## src/rtl/cpu_pkg.sv

```systemverilog
// Shared encodings for the execute stage: opcode/funct values, redirect
// select, and the multiply FSM state type. The multiply feature is built
// only when the MULDIV_EN macro is defined.
package cpu_pkg;

    // Primary opcodes (instr[31:26])
    localparam logic [5:0] OP_SPECIAL = 6'h00;
    localparam logic [5:0] OP_J       = 6'h02;
    localparam logic [5:0] OP_BEQ     = 6'h04;
    localparam logic [5:0] OP_BNE     = 6'h05;
    localparam logic [5:0] OP_ADDIU   = 6'h09;
    localparam logic [5:0] OP_SLTI    = 6'h0A;
    localparam logic [5:0] OP_ANDI    = 6'h0C;
    localparam logic [5:0] OP_ORI     = 6'h0D;
    localparam logic [5:0] OP_XORI    = 6'h0E;
    localparam logic [5:0] OP_LUI     = 6'h0F;

    // SPECIAL function codes (instr[5:0])
    localparam logic [5:0] FN_SLL   = 6'h00;
    localparam logic [5:0] FN_SRL   = 6'h02;
    localparam logic [5:0] FN_SRA   = 6'h03;
    localparam logic [5:0] FN_JR    = 6'h08;
    localparam logic [5:0] FN_MFHI  = 6'h10;
    localparam logic [5:0] FN_MFLO  = 6'h12;
    localparam logic [5:0] FN_MULT  = 6'h18;
    localparam logic [5:0] FN_MULTU = 6'h19;
    localparam logic [5:0] FN_ADDU  = 6'h21;
    localparam logic [5:0] FN_SUBU  = 6'h23;
    localparam logic [5:0] FN_AND   = 6'h24;
    localparam logic [5:0] FN_OR    = 6'h25;
    localparam logic [5:0] FN_XOR   = 6'h26;
    localparam logic [5:0] FN_NOR   = 6'h27;
    localparam logic [5:0] FN_SLT   = 6'h2A;
    localparam logic [5:0] FN_SLTU  = 6'h2B;

    // Next-PC source select driven to fetch
    typedef enum logic [1:0] {
        PC_SEQ    = 2'd0,
        PC_BRANCH = 2'd1,
        PC_JUMP   = 2'd2,
        PC_REG    = 2'd3
    } pc_src_e;

    // Multiply sequencer states
    typedef enum logic [1:0] {
        MUL_IDLE  = 2'd0,
        MUL_BUSY  = 2'd1,
        MUL_FIXUP = 2'd2
    } mul_state_e;

    // Field view of a 32-bit instruction word
    typedef struct packed {
        logic [5:0] opcode;
        logic [4:0] rs;
        logic [4:0] rt;
        logic [4:0] rd;
        logic [4:0] shamt;
        logic [5:0] funct;
    } instr_t;

endpackage

```

## src/rtl/regfile.sv

```systemverilog
// 32x32 register file: two asynchronous read ports, one synchronous write
// port. Register 0 is hardwired to zero on read and never written.
module regfile
    import cpu_pkg::*;
(
    input  logic        clk,
    input  logic        rst,
    input  logic [4:0]  raddr_a,
    input  logic [4:0]  raddr_b,
    output logic [31:0] rdata_a,
    output logic [31:0] rdata_b,
    input  logic        we,
    input  logic [4:0]  waddr,
    input  logic [31:0] wdata
);

    logic [31:0] regs_q [32];

    // Storage update: whole array cleared on reset, one word written per clock.
    // NOTE: this array is reset because every register must read 0 after reset;
    // that forces it into flops rather than a RAM macro, which is acceptable at 32x32.
    always_ff @(posedge clk or negedge rst) begin
        if (!rst) begin
            for (int i = 0; i < 32; i++) begin
                regs_q[i] <= '0;
            end
        end else if (we && (waddr != 5'd0)) begin
            regs_q[waddr] <= wdata;
        end
    end

    assign rdata_a = (raddr_a == 5'd0) ? 32'd0 : regs_q[raddr_a];
    assign rdata_b = (raddr_b == 5'd0) ? 32'd0 : regs_q[raddr_b];

endmodule

```

## src/rtl/execute_stage.sv

```systemverilog
// Single-cycle execute stage with registered writeback, WB->EX forwarding
// and redirect target generation. Defining MULDIV_EN adds a 33-cycle
// shift-add multiplier with HI/LO and MFHI/MFLO; otherwise those decode as NOP.
module execute_stage
    import cpu_pkg::*;
(
    input  logic        clk,
    input  logic        rst,
    input  logic [31:0] instruction_EX,
    input  logic [9:0]  PC_FETCH,
    output logic [1:0]  pc_src_EX,
    output logic [9:0]  branch_addr_EX,
    output logic [9:0]  jtype_addr_EX,
    output logic [9:0]  reg_addr_EX,
    output logic        stall_EX,
    output logic        regwrite_WB,
    output logic [4:0]  regdest_WB,
    output logic [31:0] result_WB
);

    instr_t      ins;
    logic [31:0] imm_sext;
    logic [31:0] imm_zext;
    logic [31:0] rf_rdata_a;
    logic [31:0] rf_rdata_b;
    logic [31:0] rs_val;
    logic [31:0] rt_val;

    pc_src_e     pc_src;
    logic        wr_en;
    logic [4:0]  wr_dst;
    logic [31:0] alu_res;

    logic        regwrite_d;
    logic [4:0]  regdest_d;
    logic [31:0] result_d;

    assign ins      = instr_t'(instruction_EX);
    assign imm_sext = {{16{instruction_EX[15]}}, instruction_EX[15:0]};
    assign imm_zext = {16'd0, instruction_EX[15:0]};

    regfile u_regfile (
        .clk     (clk),
        .rst     (rst),
        .raddr_a (ins.rs),
        .raddr_b (ins.rt),
        .rdata_a (rf_rdata_a),
        .rdata_b (rf_rdata_b),
        .we      (regwrite_WB),
        .waddr   (regdest_WB),
        .wdata   (result_WB)
    );

    // The WB result lands in the array only at the next edge, so bypass it here.
    assign rs_val = (regwrite_WB && (regdest_WB == ins.rs) && (ins.rs != 5'd0)) ? result_WB : rf_rdata_a;
    assign rt_val = (regwrite_WB && (regdest_WB == ins.rt) && (ins.rt != 5'd0)) ? result_WB : rf_rdata_b;

    // Redirect targets are always computed; pc_src_EX decides whether fetch uses them.
    assign branch_addr_EX = PC_FETCH + instruction_EX[9:0];
    assign jtype_addr_EX  = instruction_EX[9:0];
    assign reg_addr_EX    = rs_val[9:0];
    assign pc_src_EX      = pc_src;

`ifdef MULDIV_EN
    mul_state_e  mul_state_q, mul_state_d;
    logic [4:0]  mul_cnt_q,   mul_cnt_d;
    logic [63:0] mcand_q,     mcand_d;
    logic [31:0] mplier_q,    mplier_d;
    logic [63:0] prod_q,      prod_d;
    logic        neg_q,       neg_d;
    logic [31:0] hi_q,        hi_d;
    logic [31:0] lo_q,        lo_d;
    logic        mul_start;
    logic        mul_signed;
    logic        is_mul_class;

    assign is_mul_class = (ins.opcode == OP_SPECIAL) &&
                          ((ins.funct == FN_MFHI) || (ins.funct == FN_MFLO) ||
                           (ins.funct == FN_MULT) || (ins.funct == FN_MULTU));
    assign stall_EX = is_mul_class && (mul_state_q != MUL_IDLE);
`else
    assign stall_EX = 1'b0;
`endif

    // Decode and execute the current instruction in one cycle.
    // NOTE: every output of this block gets a default first, so no path leaves
    // a signal unassigned and no latch is inferred.
    always_comb begin
        pc_src  = PC_SEQ;
        wr_en   = 1'b0;
        wr_dst  = ins.rd;
        alu_res = '0;
`ifdef MULDIV_EN
        mul_start  = 1'b0;
        mul_signed = 1'b0;
`endif
        case (ins.opcode)
            OP_SPECIAL: begin
                case (ins.funct)
                    FN_SLL:  begin wr_en = 1'b1; alu_res = rt_val << ins.shamt; end
                    FN_SRL:  begin wr_en = 1'b1; alu_res = rt_val >> ins.shamt; end
                    FN_SRA:  begin wr_en = 1'b1; alu_res = $signed(rt_val) >>> ins.shamt; end
                    FN_ADDU: begin wr_en = 1'b1; alu_res = rs_val + rt_val; end
                    FN_SUBU: begin wr_en = 1'b1; alu_res = rs_val - rt_val; end
                    FN_AND:  begin wr_en = 1'b1; alu_res = rs_val & rt_val; end
                    FN_OR:   begin wr_en = 1'b1; alu_res = rs_val | rt_val; end
                    FN_XOR:  begin wr_en = 1'b1; alu_res = rs_val ^ rt_val; end
                    FN_NOR:  begin wr_en = 1'b1; alu_res = ~(rs_val | rt_val); end
                    FN_SLT:  begin wr_en = 1'b1; alu_res = {31'd0, $signed(rs_val) < $signed(rt_val)}; end
                    FN_SLTU: begin wr_en = 1'b1; alu_res = {31'd0, rs_val < rt_val}; end
                    FN_JR:   pc_src = PC_REG;
`ifdef MULDIV_EN
                    FN_MFHI:  begin wr_en = 1'b1; alu_res = hi_q; end
                    FN_MFLO:  begin wr_en = 1'b1; alu_res = lo_q; end
                    FN_MULT:  begin mul_start = 1'b1; mul_signed = 1'b1; end
                    FN_MULTU: mul_start = 1'b1;
`endif
                    default: ;
                endcase
            end
            OP_J:     pc_src = PC_JUMP;
            OP_BEQ:   if (rs_val == rt_val) pc_src = PC_BRANCH;
            OP_BNE:   if (rs_val != rt_val) pc_src = PC_BRANCH;
            OP_ADDIU: begin wr_en = 1'b1; wr_dst = ins.rt; alu_res = rs_val + imm_sext; end
            OP_SLTI:  begin wr_en = 1'b1; wr_dst = ins.rt; alu_res = {31'd0, $signed(rs_val) < $signed(imm_sext)}; end
            OP_ANDI:  begin wr_en = 1'b1; wr_dst = ins.rt; alu_res = rs_val & imm_zext; end
            OP_ORI:   begin wr_en = 1'b1; wr_dst = ins.rt; alu_res = rs_val | imm_zext; end
            OP_XORI:  begin wr_en = 1'b1; wr_dst = ins.rt; alu_res = rs_val ^ imm_zext; end
            OP_LUI:   begin wr_en = 1'b1; wr_dst = ins.rt; alu_res = {instruction_EX[15:0], 16'd0}; end
            default: ;
        endcase

        // A stalled instruction has no effect; it reissues once the multiplier is idle.
        if (stall_EX) begin
            pc_src = PC_SEQ;
            wr_en  = 1'b0;
`ifdef MULDIV_EN
            mul_start = 1'b0;
`endif
        end
        if (wr_dst == 5'd0) begin
            wr_en = 1'b0;
        end
    end

    assign regwrite_d = wr_en;
    assign regdest_d  = wr_en ? wr_dst  : 5'd0;
    assign result_d   = wr_en ? alu_res : 32'd0;

    // Writeback pipeline register.
    // NOTE: sequential state uses non-blocking assignments so every flop samples
    // pre-edge values regardless of block ordering.
    always_ff @(posedge clk or negedge rst) begin
        if (!rst) begin
            regwrite_WB <= 1'b0;
            regdest_WB  <= '0;
            result_WB   <= '0;
        end else begin
            regwrite_WB <= regwrite_d;
            regdest_WB  <= regdest_d;
            result_WB   <= result_d;
        end
    end

`ifdef MULDIV_EN
    // Multiplier next-state: load magnitudes, 32 shift-add steps, then sign fix-up into HI/LO.
    always_comb begin
        mul_state_d = mul_state_q;
        mul_cnt_d   = mul_cnt_q;
        mcand_d     = mcand_q;
        mplier_d    = mplier_q;
        prod_d      = prod_q;
        neg_d       = neg_q;
        hi_d        = hi_q;
        lo_d        = lo_q;
        case (mul_state_q)
            MUL_IDLE: begin
                if (mul_start) begin
                    mcand_d     = {32'd0, (mul_signed && rs_val[31]) ? -rs_val : rs_val};
                    mplier_d    = (mul_signed && rt_val[31]) ? -rt_val : rt_val;
                    prod_d      = '0;
                    neg_d       = mul_signed && (rs_val[31] ^ rt_val[31]);
                    mul_cnt_d   = 5'd0;
                    mul_state_d = MUL_BUSY;
                end
            end
            MUL_BUSY: begin
                if (mplier_q[0]) begin
                    prod_d = prod_q + mcand_q;
                end
                mcand_d   = mcand_q << 1;
                mplier_d  = mplier_q >> 1;
                mul_cnt_d = mul_cnt_q + 5'd1;
                if (mul_cnt_q == 5'd31) begin
                    mul_state_d = MUL_FIXUP;
                end
            end
            MUL_FIXUP: begin
                {hi_d, lo_d} = neg_q ? -prod_q : prod_q;
                mul_state_d  = MUL_IDLE;
            end
            default: mul_state_d = MUL_IDLE;
        endcase
    end

    // Multiplier state, datapath and HI/LO registers; reset aborts any operation.
    always_ff @(posedge clk or negedge rst) begin
        if (!rst) begin
            mul_state_q <= MUL_IDLE;
            mul_cnt_q   <= '0;
            mcand_q     <= '0;
            mplier_q    <= '0;
            prod_q      <= '0;
            neg_q       <= 1'b0;
            hi_q        <= '0;
            lo_q        <= '0;
        end else begin
            mul_state_q <= mul_state_d;
            mul_cnt_q   <= mul_cnt_d;
            mcand_q     <= mcand_d;
            mplier_q    <= mplier_d;
            prod_q      <= prod_d;
            neg_q       <= neg_d;
            hi_q        <= hi_d;
            lo_q        <= lo_d;
        end
    end
`endif

endmodule
```

## config.mk

```make
export PLATFORM = sky130hd
export DESIGN_NAME = execute_stage
export DESIGN_NICKNAME = d
export VERILOG_FILES = /design/src/rtl/cpu_pkg.sv /design/src/rtl/regfile.sv /design/src/rtl/execute_stage.sv
export SDC_FILE = /design/constraint.sdc
export NUM_CORES = 2
export LEC_CHECK = 0
export BUFFER_PORTS_ARGS = -buffer_cell sky130_fd_sc_hd__buf_2
export CAP_MARGIN = 20
export CORE_ASPECT_RATIO = 0.9
export CORE_MARGIN = 10
export CORE_UTILIZATION = 30
export DETAILED_ROUTE_END_ITERATION = 8
export HOLD_SLACK_MARGIN = 0.15
export PLACE_DENSITY = 0.5
export SETUP_SLACK_MARGIN = 0.2
export SLEW_MARGIN = 20
export SYNTH_ARGS = -nofsm -noshare
export SYNTH_HDL_FRONTEND = slang
export SYNTH_HIERARCHICAL = 1
export SYNTH_SLANG_ARGS = --single-unit
```

## constraint.sdc

```tcl
create_clock -name clk -period 13.06 [get_ports clk]
set_input_delay 2.612 -clock clk [delete_from_list [all_inputs] [get_ports clk]]
set_output_delay 2.612 -clock clk [all_outputs]
set_load 0.1 [all_outputs]
```

# --- After elaboration in Yosys (flattened, before gate mapping) ---
# Cells that the tools add are included.
word_totals:
  output_inout_bits: 71
  ff_bits: 1062
  input_bits: 44
classes:
  muxes: 25
  reduce_logical: 16
  bitwise_logic: 10
  order_cmp: 7
  shifts: 3
  n_addsub: 4
  n_eq_ne: 24
op_table:
  columns: ["op", "n"]
  rows:
  - ["$bwmux 1024", 1]
  - ["$pmux 32 s11", 1]
  - ["$bmux 32 s5", 2]
  - ["$mux 32", 10]
  - ["$pmux 32 s7", 1]
  - ["$demux 32 s5", 1]
  - ["$add 32x32->32", 2]
  - ["$lt 32x32->1", 2]
  - ["$eq 6x6->1 const B", 8]
  - ["$eq 6x4->1 const B", 7]
  - ["$and 32x16->32", 1]
  - ["$and 32x32->32", 1]
  - ["$eq 32x32->1", 1]
  - ["$lt 32x16->1", 1]
  - ["$ne 32x32->1", 1]
  - ["$not 32->32", 1]
  - ["$or 32x16->32", 1]
  - ["$or 32x32->32", 1]
  - ["$shl 32x5->32", 1]
  - ["$shr 32x5->32", 1]
  - ["$sshr 32x5->32", 1]
  - ["$sub 32x32->32", 1]
  - ["$xor 32x16->32", 1]
  - ["$xor 32x32->32", 1]
  - ["other kinds (18)", 40]

# --- Depth between registers and ports, before layout ---
depth:
  word_depth: 11
  depth_mapped: 24
  mapped_depth_nobuf: 20

# --- Cells and area by module ---
# Netlist, hierarchy kept.
by_module_without_submodules:
  columns: ["module", "cells_per_inst", "area_per_inst_um2", "instances", "seq_area_each_um2"]
  rows:
  - ["regfile", 3514, 53993.0, 1, 25624.6]
  - ["execute_stage", 2190, 16231.8, 1, 950.9]

# --- Worst setup path after synthesis ---
# Ideal clock, no wire load.
synth_path:
  kind: "input -> output"
  start: "input instruction_EX[25]"
  end: "output pc_src_EX[0]"
  t_arrival_ns: 9.256
  path_stages: 16
  setup_slack_ns: 1.192
  path_buffers: 4
  cell_sequence: "nor3_1 > a21oi_1 > nor4_1 > and3_1 > clkbuf_1 > buf_1 > buf_1 > mux2_2 > ha_1 > clkbuf_1 > nor4_1 > and4_1 > nand4_1 > a21oi_1 > a31oi_1 > nor4_1"
synth_via:
  elab_chain_cells: 9
  elab_cells_between_ends: 16
synth_rtl:
  columns: ["item", "line_no", "text"]
  rows:
  - ["start, declared", "execute_stage.sv:9", "input logic [31:0] instruction_EX,"]
  - ["$not 5->6 (not written as such)", "regfile.sv:32", "assign rdata_a = (raddr_a == 5'd0) ? 32'd0 : regs_q[raddr_a];"]
  - ["$bmux 32 s5", "regfile.sv:32", null]
  - ["$mux 32 (not written as such) (2 in series)", "regfile.sv:32", null]
  - ["$mux 32", "regfile.sv:32", null]
  - ["$mux 32 *", "execute_stage.sv:55", "assign rs_val = (regwrite_WB && (regdest_WB == ins.rs) && (ins.rs != 5'd0)) ? result_WB : rf_rdata_a;"]
  - ["named net reg_addr_EX[6]", "execute_stage.sv:14", "output logic [9:0] reg_addr_EX,"]
  - ["$ne 32x32->1 / $eq 32x32->1 (equally long branches)", "execute_stage.sv:123, execute_stage.sv:122", null]
  - ["$mux 1, on equally long branches", "execute_stage.sv:123, execute_stage.sv:122", null]
  - ["$pmux 2 s4 *", "execute_stage.sv:97", "case (ins.opcode)"]
  - ["end, declared", "execute_stage.sv:11", "output logic [1:0] pc_src_EX,"]
# The timed path passes the listed nets; every way through them passes the cells marked *. The select of a mux whose other input is x is not followed.

# --- Worst setup path after layout ---
layout_path:
  start: "input instruction_EX[24]"
  end: "output pc_src_EX[0]"
layout_via:
  elab_chain_cells: 9
  elab_cells_between_ends: 16
layout_rtl:
  columns: ["item", "line_no", "text"]
  rows:
  - ["$not 5->6 (not written as such)", "regfile.sv:32", null]
  - ["$bmux 32 s5", "regfile.sv:32", null]
  - ["$mux 32 (not written as such) (2 in series)", "regfile.sv:32", null]
  - ["$mux 32 *", "regfile.sv:32", null]
  - ["named net rf_rdata_a[22]", "execute_stage.sv:24", "logic [31:0] rf_rdata_a;"]
  - ["$mux 32 *", "execute_stage.sv:55", null]
  - ["$ne 32x32->1 / $eq 32x32->1 (equally long branches)", "execute_stage.sv:123, execute_stage.sv:122", null]
  - ["$mux 1, on equally long branches", "execute_stage.sv:123, execute_stage.sv:122", null]
  - ["$pmux 2 s4 *", "execute_stage.sv:97", null]
# Marks and branches as above.

==> results.sh <==
export IMPL_async_reset_ff_share_pct=100
export IMPL_ir_drop_uv=127
export IMPL_postPlaceCellArea_sq_um=74000
export IMPL_pwr_share_comb_pct=15.1
export IMPL_grt_pass1_vias=53100
export IMPL_syn_avg_cell_area_sq_um=12.3
export IMPL_multi_input_area_sq_um=40700
export IMPL_path_max_fanout=22
export IMPL_cts_setup_buffers=0
export IMPL_netlist_area_sq_um=70200
export IMPL_fillers=23000
export IMPL_cts_hold_buf=0
export IMPL_h_tree_depth=3
export IMPL_clk_pin_slew_ns=0.06
export IMPL_grt_first_pass_wirelength_um=404000
export IMPL_synthCells=5704
export IMPL_dieArea_sq_um=254000
export IMPL_use_met2_pct=32.5
export IMPL_synthFlopType="dfrtp_1"
export IMPL_grtUsageTotal_pct=21.4
export IMPL_register_area_sq_um=26600
export IMPL_core_sq_um=233000
export IMPL_cts_inserted_buffers=120
export IMPL_detail_route_wirelength_um=282000
export IMPL_hold_path_class="flop to flop"
export IMPL_setup_viol_count_final=0
export IMPL_min_period_over_period_pct=88.8
export IMPL_startpoint_type="input port"
export IMPL_worstSetupPathType="input port to output pin"
export IMPL_p_sw_w=0.00237
export IMPL_seq_area_frac_synth_pct=37.8
export IMPL_gr_total_overflow=0
export IMPL_place_congestion=0.980
export IMPL_area_growth_pct=11.3
export IMPL_min_period_ns=11.59
export IMPL_synth_cell_types=98
export IMPL_synth_edff_count=0
export IMPL_powerDensity_nw_per_um2=103
export IMPL_clk_latency_ns=0.78
export IMPL_sw_frac_of_total_pct=29.5
export IMPL_cts_tree="yes"
export IMPL_fin_area_sq_um=78200
export IMPL_intPower_w=0.00566
export IMPL_use_met1_pct=30.3
export IMPL_critPathCaptureType="output pin"
export IMPL_p_clk_share_pct=43.8
export IMPL_dp_final_hpwl_um=192000
export IMPL_fmax_mhz=86.3
export IMPL_grt_setup_unrepaired="false"
export IMPL_cts_resized=0
export IMPL_clockBufferDepth=3
export IMPL_dr_pass1_iters=7
export IMPL_synth_warnings=6
export IMPL_grt_max_degree=155
export IMPL_p_leak_nw=34.9
export IMPL_slew_violations=0
export IMPL_layout_drive_gt1_share_pct=39.0
export IMPL_drtIter0Drc=6029
export IMPL_synth_seq_cells=1062
export IMPL_cts_sinks=1062
export IMPL_required_ns=10.45
export IMPL_via_per_inst=6.07
export IMPL_die_width_um=530
export IMPL_drc=0
export IMPL_finClkSkew_ns=0.0770
export IMPL_vias=53000
export IMPL_io_buffers=113
export IMPL_arrival_ns=8.98
export IMPL_antenna_left=0
export IMPL_worstMarginPinSlew_ns=1.35
export IMPL_wl_per_cell_um=32.3
export IMPL_antenna_found_initial=15
export IMPL_drv_cap=0
export IMPL_p_seq_share_pct=41.1
export IMPL_initial_utilization_pct=30.2
export IMPL_finalSetupTns_ns=0
export IMPL_syn_num_nets=5949
export IMPL_finalHoldViolations=0
export IMPL_grtUsageMet3_pct=4.44
export IMPL_reg2reg_slack_ns=5.79
export IMPL_outcome="finished clean"
export IMPL_busiest_layer="met2"
export IMPL_fin_nets=5803
export IMPL_cts_root_buf="clkbuf_16"
export IMPL_ios=115
export IMPL_rows=168
export IMPL_worst_r2r_path_depth=16
export IMPL_die_h_um=479
export IMPL_hold_path_depth=0
export IMPL_maxSlewHeadroom_pct=10.1
-- metal layers --
layer | part of all wire [%] | vias to the layer above
li1 | - | 21700
met1 | 44 | 28100
met2 | 44 | 2637
met3 | 8.8 | 517
met4 | 3.6 | 2
met5 | 0.0032 | -
-- final cells by class --
cell class | count | area share, %
antenna | 6 | 0.0192
tap | 3060 | 4.90
clock inverter | 53 | 0.763
inverter | 152 | 0.730
multi-input combinational | 3906 | 52.1
timing repair buffer | 316 | 3.01
clock buffer | 173 | 4.51
sequential | 1062 | 34.0
-- power by group through the flow --
| stage | sequential, W | combinational (W) | clock, W |
|---|---|---|---|
| floorplan | 0.00336 | 0.000721 | 0 |
| global placement | 0.00336 | 0.00119 | 0 |
| detailed placement | 0.00336 | 0.00119 | 0 |
| CTS | 0.00330 | 0.00119 | 0.00359 |
| global route | 0.00329 | 0.00128 | 0.00373 |
| finish | 0.00330 | 0.00121 | 0.00352 |
-- cells in the mapped netlist (all sizes together) (33+ instances only) --
cell	n	area share, %
nor2	213	1.1
o21ai	138	0.99
o22ai	125	1.1
mux2i	273	3.9
nand3	45	0.33
o221ai	49	0.61
a21oi	189	1.3
nand2	206	1.1
a2111oi	41	0.57
a22o	57	0.71
dfrtp	1062	38
nor3	102	0.73
clkbuf	322	1.7
mux2	1062	17
nor4	36	0.36
ha	197	3.5
inv	149	0.80
mux4	529	17
xnor2	44	0.55
o211ai	42	0.46
nor2b	33	0.29
a22oi	37	0.40
a211oi	81	0.88
buf	262	2.0
-- flip-flops by register name (all words and copies together), names as in the netlist --
signal,cells
regdest_WB,5
result_WB,32
u_regfile/regs_q,1024
regwrite_WB,1
-- kinds of logic (layout without fill, tap and decap cells) --
family / Yosys count / after routing / share of synthesized area (%)
simple gates: 776 / 776 / 5.28
compound gates: 1006 / 1006 / 10.1
flops: 1062 / 1062 / 37.8
other cells: 1 / 7 / 0.00534
mux: 1864 / 1864 / 37.9
fa+ha+maj: 201 / 201 / 3.62
xor+xnor: 58 / 58 / 0.723
buf+inv: 736 / 694 / 4.55
-- per-stage QoR --
stage | util, % | setup WS, ns | instances | total power (W) | hold slack, ns
CTS | 33.6 | 1.69 | 8722 | 0.00808 | 0.400
detailed placement | 31.8 | 1.70 | 8496 | 0.00454 | 0.387
global route | 33.6 | 1.19 | 8722 | 0.00830 | 0.410
finish | 33.6 | 1.47 | 8728 | 0.00803 | 0.395
floorplan | - | 1.19 | 5704 | 0.00408 | 0.441
global placement | 31.8 | 1.60 | 8496 | 0.00454 | 0.378
-- layout by cell type, fill, tap and decap left out, drive strengths merged, types with 14 or more instances in the layout --
cell type	count
a22o	57
a21o	25
nand2b	23
clkbuf	175
o21ai	138
o221ai	49
o22ai	125
nor3	102
nand4	29
clkinv	36
a31oi	19
or3	20
mux2i	273
mux4	529
a21oi	189
a22oi	37
o21bai	24
xor2	14
xnor2	44
o211ai	42
nand3	45
o21a	15
and3	21
mux2	1062
or2	14
nand2	206
dfrtp	1062
a221oi	23
ha	197
nor2b	33
nor4	36
a211oi	81
nor2	213
a2111oi	41
buf	314
o31ai	31
inv	153
-- worst paths after layout --
path | from | endpoint
worst max-delay path | instruction_EX[24] | pc_src_EX[0]
worst min-delay path | u_regfile/regs_q[995]$_DFFE_PN0P_ | u_regfile/regs_q[995]$_DFFE_PN0P_
worst max register to register | regdest_WB[2]$_DFF_PN0_ | result_WB[0]$_DFF_PN0_
worst min register to register | u_regfile/regs_q[995]$_DFFE_PN0P_ | u_regfile/regs_q[995]$_DFFE_PN0P_
max in group asynchronous | rst | u_regfile/regs_q[269]$_DFFE_PN0P_
min in group asynchronous | rst | u_regfile/regs_q[418]$_DFFE_PN0P_
-- critical path, cell delays in order --
cell,delay (ns)
buf_2,0.56
or3_2,0.66
buf_4,0.57
o22ai_1,0.16
a2111oi_0,0.87
nor3_1,0.36
mux2_2,0.49
ha_1,0.46
nor4_1,0.59
and3_1,0.37
nand4_1,0.21
a21oi_1,0.22
a31oi_1,0.08
nor4_1,0.22
buf_2,0.49
(Power assumes the default switching activity.)
